===== config.mk =====
export PLATFORM = sky130hd
export DESIGN_NAME = uart_rx_gen
export DESIGN_NICKNAME = d
export VERILOG_FILES = /design/src/rtl/uart_rx_pkg.sv /design/src/rtl/uart_rx_sampler.sv /design/src/rtl/uart_rx_gen.sv
export SDC_FILE = /design/constraint.sdc
export NUM_CORES = 1
export LEC_CHECK = 0
export CAP_MARGIN = 20
export CORE_MARGIN = 1.5
export CORE_UTILIZATION = 57
export DETAILED_ROUTE_END_ITERATION = 8
export PLACE_DENSITY = 0.76
export REMOVE_ABC_BUFFERS = 1
export SYNTH_ARGS = -nofsm -noshare
export SYNTH_HDL_FRONTEND = slang
export SYNTH_HIERARCHICAL = 1
export SYNTH_SLANG_ARGS = --single-unit

===== constraint.sdc =====
create_clock -name clk -period 3.41 [get_ports clk]
set_input_delay 0.682 -clock clk [delete_from_list [all_inputs] [get_ports clk]]
set_output_delay 0.682 -clock clk [all_outputs]
set_load 0.005 [all_outputs]

===== src/rtl/uart_rx_pkg.sv =====
// Shared types and helpers for the configurable UART receive path.
package uart_rx_pkg;

  typedef enum logic [2:0] {
    IDLE,
    START,
    DATA,
    PARITY,
    STOP
  } state_t;

  localparam int unsigned MIN_DATA_LEN = 5;

  function automatic logic maj3(input logic a, input logic b, input logic c);
    return (a & b) | (a & c) | (b & c);
  endfunction

endpackage


===== src/rtl/uart_rx_sampler.sv =====
// Per-bit oversampling counter with three centred samples and majority vote.
module uart_rx_sampler
  import uart_rx_pkg::*;
#(
  parameter int unsigned PRESC_W = 6
) (
  input  logic               clk,
  input  logic               rst,
  input  logic               rxs,
  input  logic               start,
  input  logic               active,
  input  logic               clear,
  input  logic [PRESC_W-1:0] prescale,
  output logic               samp_last,
  output logic               bit_end,
  output logic               bit_val
);

  localparam logic [PRESC_W-1:0] ONE = PRESC_W'(1);

  logic [PRESC_W-1:0] edge_cnt_q, edge_cnt_d;
  logic [PRESC_W-1:0] half;
  logic [1:0]         samp_q, samp_d;

  assign half      = prescale >> 1;
  assign samp_last = active && (edge_cnt_q == half + ONE);
  assign bit_end   = active && (edge_cnt_q == prescale - ONE);
  // Third sample is the live line value, so the vote is ready at half+1.
  assign bit_val   = maj3(samp_q[0], samp_q[1], rxs);

  always_comb begin
    samp_d = samp_q;
    if (active && (edge_cnt_q == half - ONE)) samp_d[0] = rxs;
    if (active && (edge_cnt_q == half))       samp_d[1] = rxs;

    if (start)                 edge_cnt_d = ONE;
    else if (active && !clear) edge_cnt_d = bit_end ? '0 : edge_cnt_q + ONE;
    else                       edge_cnt_d = '0;
  end

  always_ff @(posedge clk or posedge rst) begin
    if (rst) begin
      edge_cnt_q <= '0;
      samp_q     <= '0;
    end else begin
      edge_cnt_q <= edge_cnt_d;
      samp_q     <= samp_d;
    end
  end

endmodule


===== src/rtl/uart_rx_gen.sv =====
// Runtime-configurable UART receiver: frame FSM, shifter, parity and output register.
module uart_rx_gen
  import uart_rx_pkg::*;
#(
  parameter int unsigned MAX_DATA_W = 9,
  parameter int unsigned PRESC_W    = 6
) (
  input  logic                  clk,
  input  logic                  rst,
  input  logic                  rx_in,
  input  logic [PRESC_W-1:0]    prescale,
  input  logic [3:0]            data_len,
  input  logic                  par_en,
  input  logic                  par_typ,
  input  logic                  stop2,
  output logic [MAX_DATA_W-1:0] out_data,
  output logic                  out_valid,
  input  logic                  out_ready,
  output logic                  par_err,
  output logic                  frm_err,
  output logic                  brk_det,
  output logic                  ovr_err
);

  localparam logic [3:0] MIN_LEN = 4'(MIN_DATA_LEN);
  localparam logic [3:0] MAX_LEN = 4'(MAX_DATA_W);

  logic [1:0]            sync_q, sync_d;
  state_t                state_q, state_d;
  logic [3:0]            bit_cnt_q, bit_cnt_d;
  logic [PRESC_W-1:0]    presc_q, presc_d;
  logic [3:0]            len_q, len_d, len_clamped;
  logic                  par_en_q, par_en_d, par_typ_q, par_typ_d, stop2_q, stop2_d;
  logic [MAX_DATA_W-1:0] shreg_q, shreg_d;
  logic                  par_acc_q, par_acc_d, par_bad_q, par_bad_d;
  logic                  frm_q, frm_d, brk_q, brk_d;
  logic [MAX_DATA_W-1:0] out_data_q, out_data_d;
  logic                  out_valid_q, out_valid_d, par_err_q, par_err_d;
  logic                  frm_err_q, frm_err_d, brk_det_q, brk_det_d, ovr_q, ovr_d;

  logic rxs, start, done, glitch, samp_last, bit_end, bit_val;

  assign rxs   = sync_q[1];
  assign start = (state_q == IDLE) && !rxs;

  uart_rx_sampler #(.PRESC_W(PRESC_W)) u_sampler (
    .clk       (clk),
    .rst       (rst),
    .rxs       (rxs),
    .start     (start),
    .active    (state_q != IDLE),
    .clear     (done | glitch),
    .prescale  (presc_q),
    .samp_last (samp_last),
    .bit_end   (bit_end),
    .bit_val   (bit_val)
  );

  always_comb begin
    if (data_len < MIN_LEN)      len_clamped = MIN_LEN;
    else if (data_len > MAX_LEN) len_clamped = MAX_LEN;
    else                         len_clamped = data_len;
  end

  always_comb begin
    sync_d      = {sync_q[0], rx_in};
    state_d     = state_q;
    bit_cnt_d   = bit_cnt_q;
    presc_d     = presc_q;
    len_d       = len_q;
    par_en_d    = par_en_q;
    par_typ_d   = par_typ_q;
    stop2_d     = stop2_q;
    shreg_d     = shreg_q;
    par_acc_d   = par_acc_q;
    par_bad_d   = par_bad_q;
    frm_d       = frm_q;
    brk_d       = brk_q;
    out_data_d  = out_data_q;
    out_valid_d = out_valid_q;
    par_err_d   = par_err_q;
    frm_err_d   = frm_err_q;
    brk_det_d   = brk_det_q;
    ovr_d       = 1'b0;
    done        = 1'b0;
    glitch      = 1'b0;

    case (state_q)
      IDLE: begin
        if (!rxs) begin
          state_d   = START;
          bit_cnt_d = '0;
          presc_d   = prescale;
          len_d     = len_clamped;
          par_en_d  = par_en;
          par_typ_d = par_typ;
          stop2_d   = stop2;
          shreg_d   = '0;
          par_acc_d = 1'b0;
          par_bad_d = 1'b0;
          frm_d     = 1'b0;
          brk_d     = 1'b1;
        end
      end
      START: begin
        if (samp_last && bit_val) begin
          glitch  = 1'b1;
          state_d = IDLE;
        end else if (bit_end) begin
          state_d = DATA;
        end
      end
      DATA: begin
        if (samp_last) begin
          for (int unsigned i = 0; i < MAX_DATA_W; i++)
            if (bit_cnt_q == 4'(i)) shreg_d[i] = bit_val;
          par_acc_d = par_acc_q ^ bit_val;
          brk_d     = brk_q & ~bit_val;
        end
        if (bit_end) begin
          if (bit_cnt_q == len_q - 4'd1) begin
            bit_cnt_d = '0;
            state_d   = par_en_q ? PARITY : STOP;
          end else begin
            bit_cnt_d = bit_cnt_q + 4'd1;
          end
        end
      end
      PARITY: begin
        if (samp_last) begin
          par_bad_d = bit_val ^ par_acc_q ^ par_typ_q;
          brk_d     = brk_q & ~bit_val;
        end
        if (bit_end) begin
          bit_cnt_d = '0;
          state_d   = STOP;
        end
      end
      STOP: begin
        if (samp_last) begin
          frm_d = frm_q | ~bit_val;
          brk_d = brk_q & ~bit_val;
          if (!stop2_q || (bit_cnt_q == 4'd1)) begin
            done    = 1'b1;
            state_d = IDLE;
          end
        end
        if (bit_end && !done) bit_cnt_d = 4'd1;
      end
      default: state_d = IDLE;
    endcase

    if (done && (!out_valid_q || out_ready)) begin
      out_data_d  = shreg_q;
      par_err_d   = par_bad_q;
      frm_err_d   = frm_d;
      brk_det_d   = brk_d;
      out_valid_d = 1'b1;
    end else if (done) begin
      ovr_d = 1'b1;
    end else if (out_valid_q && out_ready) begin
      out_valid_d = 1'b0;
    end
  end

  always_ff @(posedge clk or posedge rst) begin
    if (rst) begin
      sync_q      <= '1;
      state_q     <= IDLE;
      bit_cnt_q   <= '0;
      presc_q     <= '0;
      len_q       <= '0;
      par_en_q    <= 1'b0;
      par_typ_q   <= 1'b0;
      stop2_q     <= 1'b0;
      shreg_q     <= '0;
      par_acc_q   <= 1'b0;
      par_bad_q   <= 1'b0;
      frm_q       <= 1'b0;
      brk_q       <= 1'b0;
      out_data_q  <= '0;
      out_valid_q <= 1'b0;
      par_err_q   <= 1'b0;
      frm_err_q   <= 1'b0;
      brk_det_q   <= 1'b0;
      ovr_q       <= 1'b0;
    end else begin
      sync_q      <= sync_d;
      state_q     <= state_d;
      bit_cnt_q   <= bit_cnt_d;
      presc_q     <= presc_d;
      len_q       <= len_d;
      par_en_q    <= par_en_d;
      par_typ_q   <= par_typ_d;
      stop2_q     <= stop2_d;
      shreg_q     <= shreg_d;
      par_acc_q   <= par_acc_d;
      par_bad_q   <= par_bad_d;
      frm_q       <= frm_d;
      brk_q       <= brk_d;
      out_data_q  <= out_data_d;
      out_valid_q <= out_valid_d;
      par_err_q   <= par_err_d;
      frm_err_q   <= frm_err_d;
      brk_det_q   <= brk_det_d;
      ovr_q       <= ovr_d;
    end
  end

  assign out_data  = out_data_q;
  assign out_valid = out_valid_q;
  assign par_err   = par_err_q;
  assign frm_err   = frm_err_q;
  assign brk_det   = brk_det_q;
  assign ovr_err   = ovr_q;

endmodule

### Yosys cells after proc, flatten, opt, wreduce, memory -nomap -nowiden

Index checks and enable logic that the tools add are counted.

| cells by class | value |
|---|---|
| reduce and logical (&&, ||, !) cells | 40 |
| bitwise operators | 12 |
| muxes and demuxes | 55 |
| equal/unequal tests | 37 |
| $lt $le $gt $ge | 2 |
| add/subtract/negate cells | 6 |

Operators by type and width:

| cell | number |
|---|---|
| 2-bit != test (second input constant) | 18 |
| 4-bit AND reduction | 9 |
| 4-bit two-way mux | 7 |
| 1-bit two-way mux | 27 |
| 3-bit two-way mux | 9 |
| 6-bit equality test | 3 |
| 6-bit two-way mux | 3 |
| 9-bit two-way mux | 2 |
| 9-bit one-hot mux with 2 select lines | 1 |
| 4-bit by 3-bit equality test with 1-bit output (second input constant) | 4 |
| 4-bit one-hot mux with 4 select lines | 1 |
| 3-bit one-hot mux with 5 select lines | 1 |
| 1-bit logical AND | 10 |
| 4-bit by 2-bit equality test with 1-bit output (second input constant) | 2 |
| 1-bit one-hot mux with 2 select lines | 4 |
| 7-bit AND reduction | 1 |
| 5-bit by 1-bit adder with 6-bit output (second input constant) | 1 |
| 6-bit by 1-bit adder with 6-bit output (second input constant) | 1 |
| 3-bit by 2-bit equality test with 1-bit output (second input constant) | 2 |
| 6-bit by 5-bit equality test with 1-bit output | 1 |
| 3-bit AND reduction | 2 |
| 2-bit nonzero test | 3 |
| 5-bit by 1-bit subtractor with 6-bit output (second input constant) | 1 |
| 6-bit by 1-bit subtractor with 6-bit output (second input constant) | 1 |
| other kinds (24) | 38 |

| storage, ports and cells | value |
|---|---|
| bits in registers | 57 |
| logic and storage cells | 182 |
| input bits | 17 |
| output and inout port bits | 14 |

### Logic depth before layout (Yosys ltp)

Gate-level depths: netlist (run 1).

| depth | value |
|---|---|
| depth after elaboration | 11 |
| depth in mapped cells | 12 |
| depth with buffers taken out | 11 |

### Cells and area by module

The synthesis (run 1) kept the hierarchy.

By module, submodules not included:

| module | cells each | seq. area each (um2) | area each (um2) | times used |
|---|---|---|---|---|
| uart_rx_gen | 215 | 1228.7 | 2419.8 | 1 |
| uart_rx_sampler | 96 | 200.2 | 830.8 | 1 |

### Worst setup path before layout (run 1)

OpenSTA, ideal clock, no wires.

| timing | value |
|---|---|
| path kind | reg2reg |
| start | register presc_q[2] |
| end | register brk_det_q (netlist: brk_det) |
| setup time | 125 ps |
| buffers on the path | 2 |
| cell stages (with the launch flop) | 12 |
| arrival time | 2820 ps |
| slack | 464 ps |
| period minus slack after synthesis | 2946 ps |
| required time | 3285 ps |
| cells stage by stage | dfrtp_1 buf_2 inv_1 ha_1 xnor2_1 nand4_1 a2111oi_1 inv_1 a21oi_4 nand3_2 buf_6 mux2_4 |

| on the way | value |
|---|---|
| longest elaborated chain between the ends | 7 |
| elaborated cells between the ends (all ways) | 9 |
| those cells by class | add/sub: 1; eq/ne: 1; mux: 5; reduce/logical: 2 |

RTL lines:

| what | RTL line | source |
|---|---|---|
| start: declaration | uart_rx_gen.sv:31 | `logic [PRESC_W-1:0] presc_q, presc_d;` |
| start signal: assignment | uart_rx_gen.sv:191 | `presc_q <= presc_d;` |
| 5-bit by 1-bit adder with 6-bit output * | uart_rx_sampler.sv:26 | `assign samp_last = active && (edge_cnt_q == half + ONE);` |
| 6-bit equality test * | uart_rx_sampler.sv:26 |  |
| 1-bit logical AND * | uart_rx_sampler.sv:26 |  |
| named net samp_last | uart_rx_gen.sv:41 | `logic rxs, start, done, glitch, samp_last, bit_end, bit_val;` |
| 1-bit two-way mux | uart_rx_gen.sv:140 | `if (samp_last) begin` |
| 1-bit two-way mux (2 in a row) | uart_rx_gen.sv:88 | `case (state_q)` |
| 1-bit logical AND | uart_rx_gen.sv:153 | `if (done && (!out_valid_q \|\| out_ready)) begin` |
| end signal: assignment | uart_rx_gen.sv:205 | `brk_det_q <= brk_det_d;` |
| end: declaration | uart_rx_gen.sv:39 | `logic frm_err_q, frm_err_d, brk_det_q, brk_det_d, ovr_q, ovr_d;` |

Mark *: on every way through the listed nets, which the timed path passes. The rest lies on a longest branch. The select of a mux whose other input is x is not followed.
A chain may end at the register's enable or synchronous reset.

### Final worst setup path (run 1)

| timing | value |
|---|---|
| start | register presc_q[2] |
| end | register out_data_q[5] (netlist: out_data[5]) |

| on the way | value |
|---|---|
| longest elaborated chain between the ends | 7 |

RTL lines:

| what | RTL line | source |
|---|---|---|
| 5-bit by 1-bit adder with 6-bit output | uart_rx_sampler.sv:26 |  |
| 6-bit equality test | uart_rx_sampler.sv:26 |  |
| 1-bit logical AND | uart_rx_sampler.sv:26 |  |
| named net samp_last | uart_rx_gen.sv:41 |  |
| 1-bit two-way mux | uart_rx_gen.sv:140 |  |
| 1-bit two-way mux (2 in a row) | uart_rx_gen.sv:88 |  |
| 1-bit logical AND | uart_rx_gen.sv:153 |  |
| end signal: assignment | uart_rx_gen.sv:201 | `out_data_q <= out_data_d;` |
| end: declaration | uart_rx_gen.sv:37 | `logic [MAX_DATA_W-1:0] out_data_q, out_data_d;` |

The timed path passes the listed nets, and every way through them passes these cells. The select of a mux whose other input is x is not followed.

==> metrics, run 1 <==
Hold Vio Cnt, Final=0; final setup violation count=0; Worst-path clk slew=0.07 ns; crit path DAT=~3.4 ns; P_leak=0.00168 µW; count of different cell masters after synthesis=56; R2R cell count=10; Cells after Synth=311; f_max=between 0.3 and 0.4 GHz; CTS tree=yes; dpl cells=between 400 and 500; setup tns final=0 ns; Die H=78.5 µm; # rows=27; post-CTS resize count=0; mux cell area share after synthesis=9.43%; clk sinks=57; Post-synth ARST share=100%; Routed Antenna Nets=0; max-slew violation count=0; Ys Warns=6; simple logic cell fraction of the synthesized area=15.2%; Final #Nets=roughly 370; Crit path top cell by count=inv_1; peak supply drop=0.546 mV; Max-slew headroom=58.6%; GPL Wtd Cong=0.806; die area=6160 µm²; Max-Cap Viols=0; Top FF cell, synth=dfrtp_1; CTS Buffer Depth=2; Final min period=3.13 ns; Remaining DRCs=0; total wire length=6510 µm; worst hold path class=register to register; Setup crit start kind=register; xor/xnor share of the synthesized area=8.78%; Hold Path Depth=0; vias in the first global route=between 2,000 and 2,500; slowest cell delay on critical path=about 0.50 ns; post-CTS setup buffers=0; Worst EP required=3.63 ns; post-layout util=a little over two thirds; area delta synth->final=18.0%; IO Port Bufs=30; Crit-path slowest cell=dfrtp_1; IO Count=31; layout cells sized above 1=15.8%; synthesized area=3250 µm²; Antenna Diode Count=0; hold_buf cts=0; core area=roughly 5500 µm²; Initial Util=between 50% and 60%; initial DRC count=141; Clock Latency Late Sink=0.34 ns; WL/cell=about 15 µm; power density over the cells=815 nW/µm²; global route overflow=0; post-synthesis compound-gate area fraction=14.4%; Syn Area/Cell=~10 µm²; main combinational cell family by area after synthesis=simple AND/OR/NAND/NOR gates; RSZ-0062 raised after global routing=no; non-filler instance count after layout=421; number of synthesized flops with an enable pin=0; routed vias=2,343; crit path capture type=register; status=finished, final reports clean; first-pass GRT wire length=11,500 µm; Vias/cell=approximately 5.6; Post-Synth Adder-Cell Area=4.16%; H-tree depth=3; critical path, cell by cell=inv_1 -> ha_1 -> xnor2_1 -> nand4_1 -> a2111oi_1 -> buf_4 -> inv_1 -> a21oi_4 -> nand3_2 -> mux2_4; die span in x=78.5 µm; largest net degree at the start of global routing=28; Clock Skews=between 0.007 and 0.008 ns; critical path class=register to register; initial antenna violation count=0; hpwl dp=4890 µm; Tightest Pin Transition=just over 0.6 ns; CTS Buf Count=9; final worst-path cycle share=91.9%; clock root cell=clkbuf_8; crit-path max FO=12; sequential area share after synthesis=44.0%; router iterations before antenna repair=5; FF+latch count, synth=57; gr usage total=24.3%
[state kept, by name, indices dropped and copies added (netlist names)]
name,count
bit_cnt_q,4
par_en_q,1
par_typ_q,1
par_err,1
u_sampler/edge_cnt_q,6
sync_q,2
par_acc_q,1
shreg_q,9
u_sampler/samp_q,2
presc_q,6
state_q,3
ovr_err,1
brk_q,1
frm_q,1
par_bad_q,1
out_data,9
len_q,4
brk_det,1
stop2_q,1
out_valid,1
frm_err,1
[worst paths after layout]
check,startpoint,to,slack (ns)
setup / recovery,presc_q[2]$_DFFE_PP0P_,out_data[5]$_DFFE_PP0P_,0.28
hold / removal,sync_q[0]$_DFF_PP1_,sync_q[1]$_DFF_PP1_,0.35
setup reg to reg,presc_q[2]$_DFFE_PP0P_,out_data[5]$_DFFE_PP0P_,0.28
hold reg to reg,sync_q[0]$_DFF_PP1_,sync_q[1]$_DFF_PP1_,0.35
max in group asynchronous,rst,sync_q[0]$_DFF_PP1_,1.93
min in group asynchronous,rst,u_sampler/edge_cnt_q[4]$_DFF_PP0_,0.63
[report_power, final]
part	switching, µW	internal [µW]
registers	247	859
clock network	252	412
logic	721	633
[synth_stat cells, types with 2 or more instances]
library cell  instances  area, µm²
a21boi_0              6       45.0
a21o_1                6       45.0
a21oi_1               5       25.0
a22o_1                4       35.0
and3_1                4       25.0
buf_2                 6       30.0
clkbuf_1              5       18.8
dfrtp_1              55       1380
dfstp_2               2       52.6
ha_1                 10        125
inv_1                18       67.6
mux2_2               13        146
mux2_4               10        150
nand2_1              29        109
nand2b_1              2       12.5
nand3_1              11       55.1
nand3b_1              3       22.5
nor2_1               14       52.6
nor2b_1               6       37.5
nor3_1               10       50.1
nor3b_1               3       22.5
o21a_1                2       15.0
o21ai_0              19       95.1
o21bai_1              3       22.5
o22ai_1               3       18.8
o31ai_1               3       22.5
o41ai_1               2       17.5
or3_1                 3       18.8
xnor2_1              15        131
xor2_1               13        114
[final cells by class]
class / instances / area [µm²]
fill: 407 / 1670
inverter: 18 / 67.6
timing repair buffer: 36 / 345
clock buffer: 13 / 179
multi-input combinational: 223 / 1690
tap: 72 / 90.1
sequential: 57 / 1430
clock inverter: 2 / 35.0
[cells by family (layout without fill, tap and decap cells)]
group,after synthesis,count (layout)
AO/OA/AOI/OAI,63,63
XOR/XNOR,30,30
adder cells (fa/ha/maj),11,11
buffers and inverters,31,69
flip-flops,57,57
multiplexers,24,24
AND/OR/NAND/NOR,95,95
[placed cells by master, fill, tap and decap left out, drive strengths merged, types with 3 or more instances in the layout]
master         netlist  layout
nand2               29      29
nor2                14      14
xnor2               16      16
buf                  7       6
o21bai               3       3
and3                 4       4
o21ai               19      19
nor3b                4       4
o22ai                3       3
ha                  10      10
a22o                 4       4
nand3b               3       3
inv                 18      18
clkdlybuf4s50        0      30
nand3               12      12
dfrtp               55      55
clkbuf               6      13
mux2                23      23
or3                  3       3
a21oi                6       6
a21boi               6       6
a21o                 6       6
o31ai                3       3
nor3                10      10
nor2b                6       6
xor2                13      13
[metal layers]
metal	wire (µm)	track usage, %
met1	3140	32.7
met2	2930	36.6
met3	279	7.21
met4	156	10.0
met5	0	0
[worst max-delay path, delay by kind of cell (launching register included)]
family / cells / cell delay (ns)
buf+inv: 3 / 0.42
simple gates: 2 / 0.50
fa+ha+maj: 1 / 0.31
xor+xnor: 1 / 0.20
mux: 1 / 0.42
compound gates: 2 / 0.64
flops: 1 / 0.50
[stage by stage]
step / hold WS [ns] / total power, µW / cell area, µm² / setup slack, ns
6_report: 0.347 / 3120 / 3830 / 0.278
5_1_grt: 0.348 / 3370 / 3830 / 0.000821
4_1_cts: 0.350 / 3140 / 3830 / 0.277
3_5_place_dp: 0.349 / 2470 / 3620 / 0.291
3_3_place_gp: 0.346 / 2410 / 3620 / 0.415
2_1_floorplan: 0.345 / 2130 / 3190 / 0.364
Power figures use the tool's default switching activity.
==> run 2: changes to the inputs <==
--- a/config.mk
+++ b/config.mk
@@ -7,10 +7,12 @@
 export LEC_CHECK = 0
 export CAP_MARGIN = 20
 export CORE_MARGIN = 1.5
-export CORE_UTILIZATION = 57
+export CORE_UTILIZATION = 59
+export CTS_BUF_LIST = sky130_fd_sc_hd__clkbuf_8
 export DETAILED_ROUTE_END_ITERATION = 8
-export PLACE_DENSITY = 0.76
+export PLACE_DENSITY = 0.79
 export REMOVE_ABC_BUFFERS = 1
+export SKIP_LAST_GASP = 1
 export SYNTH_ARGS = -nofsm -noshare
 export SYNTH_HDL_FRONTEND = slang
 export SYNTH_HIERARCHICAL = 1
==> run 2 against run 1 <==
Clock power shrank 0.9%. Wire length grew 0.69%. Clock skew shrank 0.0011 ns. First-iteration DRC count grew 38%. Design area shrank 0.42%. Fmax grew 0.51%. Critical path type unchanged. Largest cell class unchanged.
==> metrics, run 2 (same netlist as run 1, synthesis figures left out) <==
Final #Nets=371; internal power=about 1900 µW; status=finished, final reports clean; crit-path max FO=12; # rows=26; Vias/cell=5.82; crit path DAT=about 3.3 ns; post-CTS setup buffers=0; CTS Buffer Depth=2; Initial Util=62.5%; clock root cell=clkbuf_8; Final min period=slightly above 3 ns; R2R cell count=10; die area=approximately 6000 µm²; crit path capture type=register; WL/cell=around 16 µm; total wire length=6560 µm; origin of the critical flop-to-flop path=presc_q[2]$_DFFE_PP0P_; Buffers & Inverters on Critical Path=3; die span in x=77.2 µm; final worst-path cycle share=between 90 and 100%; Worst-path clk slew=0.06 ns; slowest cell delay on critical path=0.50 ns; H-tree depth=3; P_leak=approximately 0.0017 µW; critical path class=register to register; power density over the cells=between 800 and 900 nW/µm²; Reg2Reg Capture Point=out_data[5]$_DFFE_PP0P_; peak supply drop=about 0.48 mV; clk sinks=57; Hold Path Depth=0; Crit-path slowest cell=dfrtp_1; Worst EP required=3.63 ns; global route overflow=0; Tightest Pin Transition=about 0.63 ns; RSZ-0062 raised after global routing=no; IO Port Bufs=30; core area=approximately 5200 µm²; Placed Area=3610 µm²; Clock Skews=0.00597 ns; most frequent cells in the layout=dfrtp_1, clkdlybuf4s50_1, nand2_1, inv_1, o21ai_0; Clock Latency Late Sink=0.34 ns; Remaining DRCs=0; gr usage total=24.4%; hpwl dp=4770 µm; CTS tree=yes; Die H=77.2 µm; hold_buf cts=0; Max-Cap Viols=0; largest net degree at the start of global routing=28; hold_sp=sync_q[0]$_DFF_PP1_; Hold EP=sync_q[1]$_DFF_PP1_; setup tns final=0 ns; commonest non-fill, non-tap cell in the layout=dfrtp_1; layout cells sized above 1=15.2%; final hold slack=0.353 ns; Clock power frac=21.2%; post-CTS resize count=0; Sw Pwr=1230 µW; Levels on crit path=10; initial DRC count=195; Max-slew headroom=57.8%; GPL Wtd Cong=0.843; CTS Buf Count=9; post-layout util=73.4%; router iterations before antenna repair=4; Antenna Diode Count=0; Comb power frac=42.0%; part of the power in registers=36.8%; max-slew violation count=0; fin area=3820 µm²; final setup violation count=0; R2R setup slack=0.29 ns; vias in the first global route=2,303; Crit path top cell by count=inv_1; Hold Vio Cnt, Final=0; worst hold path class=register to register; initial antenna violation count=0; Pwr Total=3100 µW; critical path, cell by cell=inv_1 -> ha_1 -> xnor2_1 -> nand4_1 -> a2111oi_1 -> buf_4 -> inv_1 -> a21oi_4 -> nand3_2 -> mux2_4; area delta synth->final=17.5%; first-pass GRT wire length=11,200 µm; Routed Antenna Nets=0; f_max=approximately 0.32 GHz; switch share=39.7%; delay-heaviest family, CP=compound AO/OA/AOI/OAI gates; Setup crit start kind=register; IO Count=31; routed vias=2,439
run 2: final cells by class:
type,instances,area (µm²)
Clock inverter,4,42.5
Inverter,18,67.6
Clock buffer,12,165
Sequential cell,57,1430
Timing Repair Buffer,35,338
Fill cell,396,1390
Multi-Input combinational cell,223,1690
Tap cell,70,87.6
run 2: routing by layer:
| layer | GRT usage (%) | wire (µm) | vias to the layer above |
|---|---|---|---|
| li1 | - | - | 1167 |
| met3 | 6.79 | 395 | 9 |
| met2 | 36.5 | 2960 | 77 |
| met4 | 8.36 | 72 | 0 |
| met5 | 0 | 0 | - |
| met1 | 34.1 | 3130 | 1186 |
run 2: metrics by stage:
step                      setup WS (ns)  instances
after CTS                         0.353        419
after detailed placement          0.322        403
after global routing             0.0109        419
after global placement            0.447        403
final                             0.294        419
after floorplan                   0.364        298
run 2: worst max-delay path by stage:
stage / from / to / slack, ns
2_1_floorplan: presc_q[2]$_DFFE_PP0P_ / brk_det$_DFFE_PP0P_ / 0.36
3_3_place_gp: presc_q[2]$_DFFE_PP0P_ / out_data[7]$_DFFE_PP0P_ / 0.45
3_5_place_dp: presc_q[2]$_DFFE_PP0P_ / bit_cnt_q[2]$_DFFE_PP0P_ / 0.32
4_1_cts: presc_q[2]$_DFFE_PP0P_ / bit_cnt_q[2]$_DFFE_PP0P_ / 0.35
5_1_grt: presc_q[2]$_DFFE_PP0P_ / bit_cnt_q[3]$_DFFE_PP0P_ / 0.01
6_report: presc_q[2]$_DFFE_PP0P_ / out_data[5]$_DFFE_PP0P_ / 0.29
run 2: power by group through the flow:
stage	Sequential (µW)	Clock, µW	Combinational, µW
3_5_place_dp	1140	0	1280
3_3_place_gp	1130	0	1240
5_1_grt	1170	704	1440
4_1_cts	1140	664	1290
2_1_floorplan	1070	0	1060
6_report	1140	657	1300
==> run 3: changes to the inputs <==
--- a/config.mk
+++ b/config.mk
@@ -7,10 +7,10 @@
 export LEC_CHECK = 0
 export CAP_MARGIN = 20
 export CORE_MARGIN = 1.5
-export CORE_UTILIZATION = 59
+export CORE_UTILIZATION = 45
 export CTS_BUF_LIST = sky130_fd_sc_hd__clkbuf_8
 export DETAILED_ROUTE_END_ITERATION = 8
-export PLACE_DENSITY = 0.79
+export PLACE_DENSITY = 0.62
 export REMOVE_ABC_BUFFERS = 1
 export SKIP_LAST_GASP = 1
 export SYNTH_ARGS = -nofsm -noshare
==> run 3 against run 2 <==
Critical path depth unchanged. Combinational power about the same. Via count decreased by 3.5%. Critical endpoint is now out_data[0]$_DFFE_PP0P_. Clock power decreased by 5.0%. Critical path type unchanged.
==> metrics, run 3 (same netlist as run 1, synthesis figures left out) <==
global route overflow=0; Pwr Total=between 3000 and 4000 µW; Hold Vio Cnt, Final=0; initial antenna violation count=0; final worst-path cycle share=86.7%; CTS tree=yes; Max-slew headroom=59.5%; Setup crit start kind=register; most frequent cells in the layout=dfrtp_1, clkdlybuf4s50_1, nand2_1, o21ai_0, inv_1; crit-path max FO=12; post-layout util=between 50% and 60%; WL/cell=between 10 and 15 µm; CTS Buf Count=9; Worst-path clk slew=0.07 ns; IO Port Bufs=30; f_max=between 0.3 and 0.4 GHz; Final #Nets=~370; Remaining DRCs=0; Clock Latency Late Sink=0.34 ns; hpwl dp=4600 µm; first-pass GRT wire length=11,000 µm; Vias/cell=~5.3; Routed Antenna Nets=0; initial DRC count=78; routed vias=2,353; core area=6910 µm²; layout cells sized above 1=16.2%; power density over the cells=792 nW/µm²; die area=7740 µm²; max-slew violation count=0; gr usage total=18.7%; Clock Skews=0.0100 ns; peak supply drop=between 0.4 and 0.5 mV; Tightest Pin Transition=approximately 0.6 ns; slowest cell delay on critical path=between 0.5 and 0.6 ns; router iterations before antenna repair=4; setup tns final=0 ns; final hold slack=0.356 ns; Crit path top cell by count=inv_1; IO Count=31; P_leak=0.00168 µW; largest net degree at the start of global routing=28; final setup violation count=0; critical path, cell by cell=inv_1 -> ha_1 -> xnor2_1 -> nand4_1 -> a2111oi_1 -> buf_4 -> inv_1 -> a21oi_4 -> nand3_4 -> mux2_4; Max-Cap Viols=0; clock root cell=clkbuf_8; # rows=30; hold_buf cts=0; status=finished, final reports clean; Final min period=2.96 ns; area delta synth->final=18.8%; die span in x=~88 µm; H-tree depth=3; Crit-path slowest cell=dfrtp_1; Worst EP required=roughly 3.6 ns; clk sinks=57; vias in the first global route=about 2,200; crit path DAT=3.18 ns; worst hold path class=register to register; total wire length=roughly 6300 µm; RSZ-0062 raised after global routing=no; crit path capture type=register; post-CTS resize count=0; commonest non-fill, non-tap cell in the layout=dfrtp_1; post-CTS setup buffers=0; GPL Wtd Cong=0.830; CTS Buffer Depth=2; Initial Util=roughly 47%; critical path class=register to register; Antenna Diode Count=0; Die H=88.0 µm
==> run 3: cell count changes in the layout (fill, tap and decap cells not counted), sizes merged <==
cell,previous run,this run
buf,5,7
clkbuf,12,10
clkinvlp,0,1
inv,20,18
clkinv,1,4
==> run 3: layer usage <==
metal	vias to the layer above	track usage (%)	part of all wire, %
met4	0	6.35	1.5
met5	-	0	0
met2	48	27.1	44
met1	1120	26.9	51
li1	1173	-	-
met3	12	5.18	3.6
==> run 3: final timing paths <==
check	end	cells past startpoint	startpoint	slack, ns
worst min register to register	sync_q[1]$_DFF_PP1_	0	sync_q[0]$_DFF_PP1_	0.36
min in group asynchronous	u_sampler/edge_cnt_q[3]$_DFF_PP0_	2	rst	0.62
worst max register to register	out_data[0]$_DFFE_PP0P_	10	presc_q[2]$_DFFE_PP0P_	0.45
max in group asynchronous	sync_q[0]$_DFF_PP1_	3	rst	2.03
worst max-delay path	out_data[0]$_DFFE_PP0P_	10	presc_q[2]$_DFFE_PP0P_	0.45
worst min-delay path	sync_q[1]$_DFF_PP1_	0	sync_q[0]$_DFF_PP1_	0.36
==> run 3: final cells by class <==
class                           instances  area [µm²]
Fill cell                             646        3050
Multi-Input combinational cell        223        1700
Sequential cell                        57        1430
Timing Repair Buffer                   37         353
Clock buffer                           10         138
Tap cell                               96         120
Inverter                               18        67.6
Clock inverter                          6        57.6
==> run 3: stage by stage <==
step | cells | cell area [µm²] | setup WS, ns
finish | 447 | 3860 | 0.453
global route | 447 | 3860 | 0.121
CTS | 447 | 3850 | 0.289
detailed placement | 431 | 3660 | 0.307
global placement | 431 | 3660 | 0.375
floorplan | 298 | 3190 | 0.364
==> run 3: critical path, delay by kind of cell, from the launching register on <==
family,cells,cell delay (ns)
muxes,1,0.36
DFF,1,0.51
xor gates and xnor gates,1,0.20
adders and majority gates,1,0.31
buffers and inverters,3,0.41
AOI/OAI and AO/OA,2,0.65
and+or+nand+nor,2,0.38
==> run 3: power by group <==
group	internal, µW	switching [µW]
clock network	351	273
logic	630	684
registers	858	261
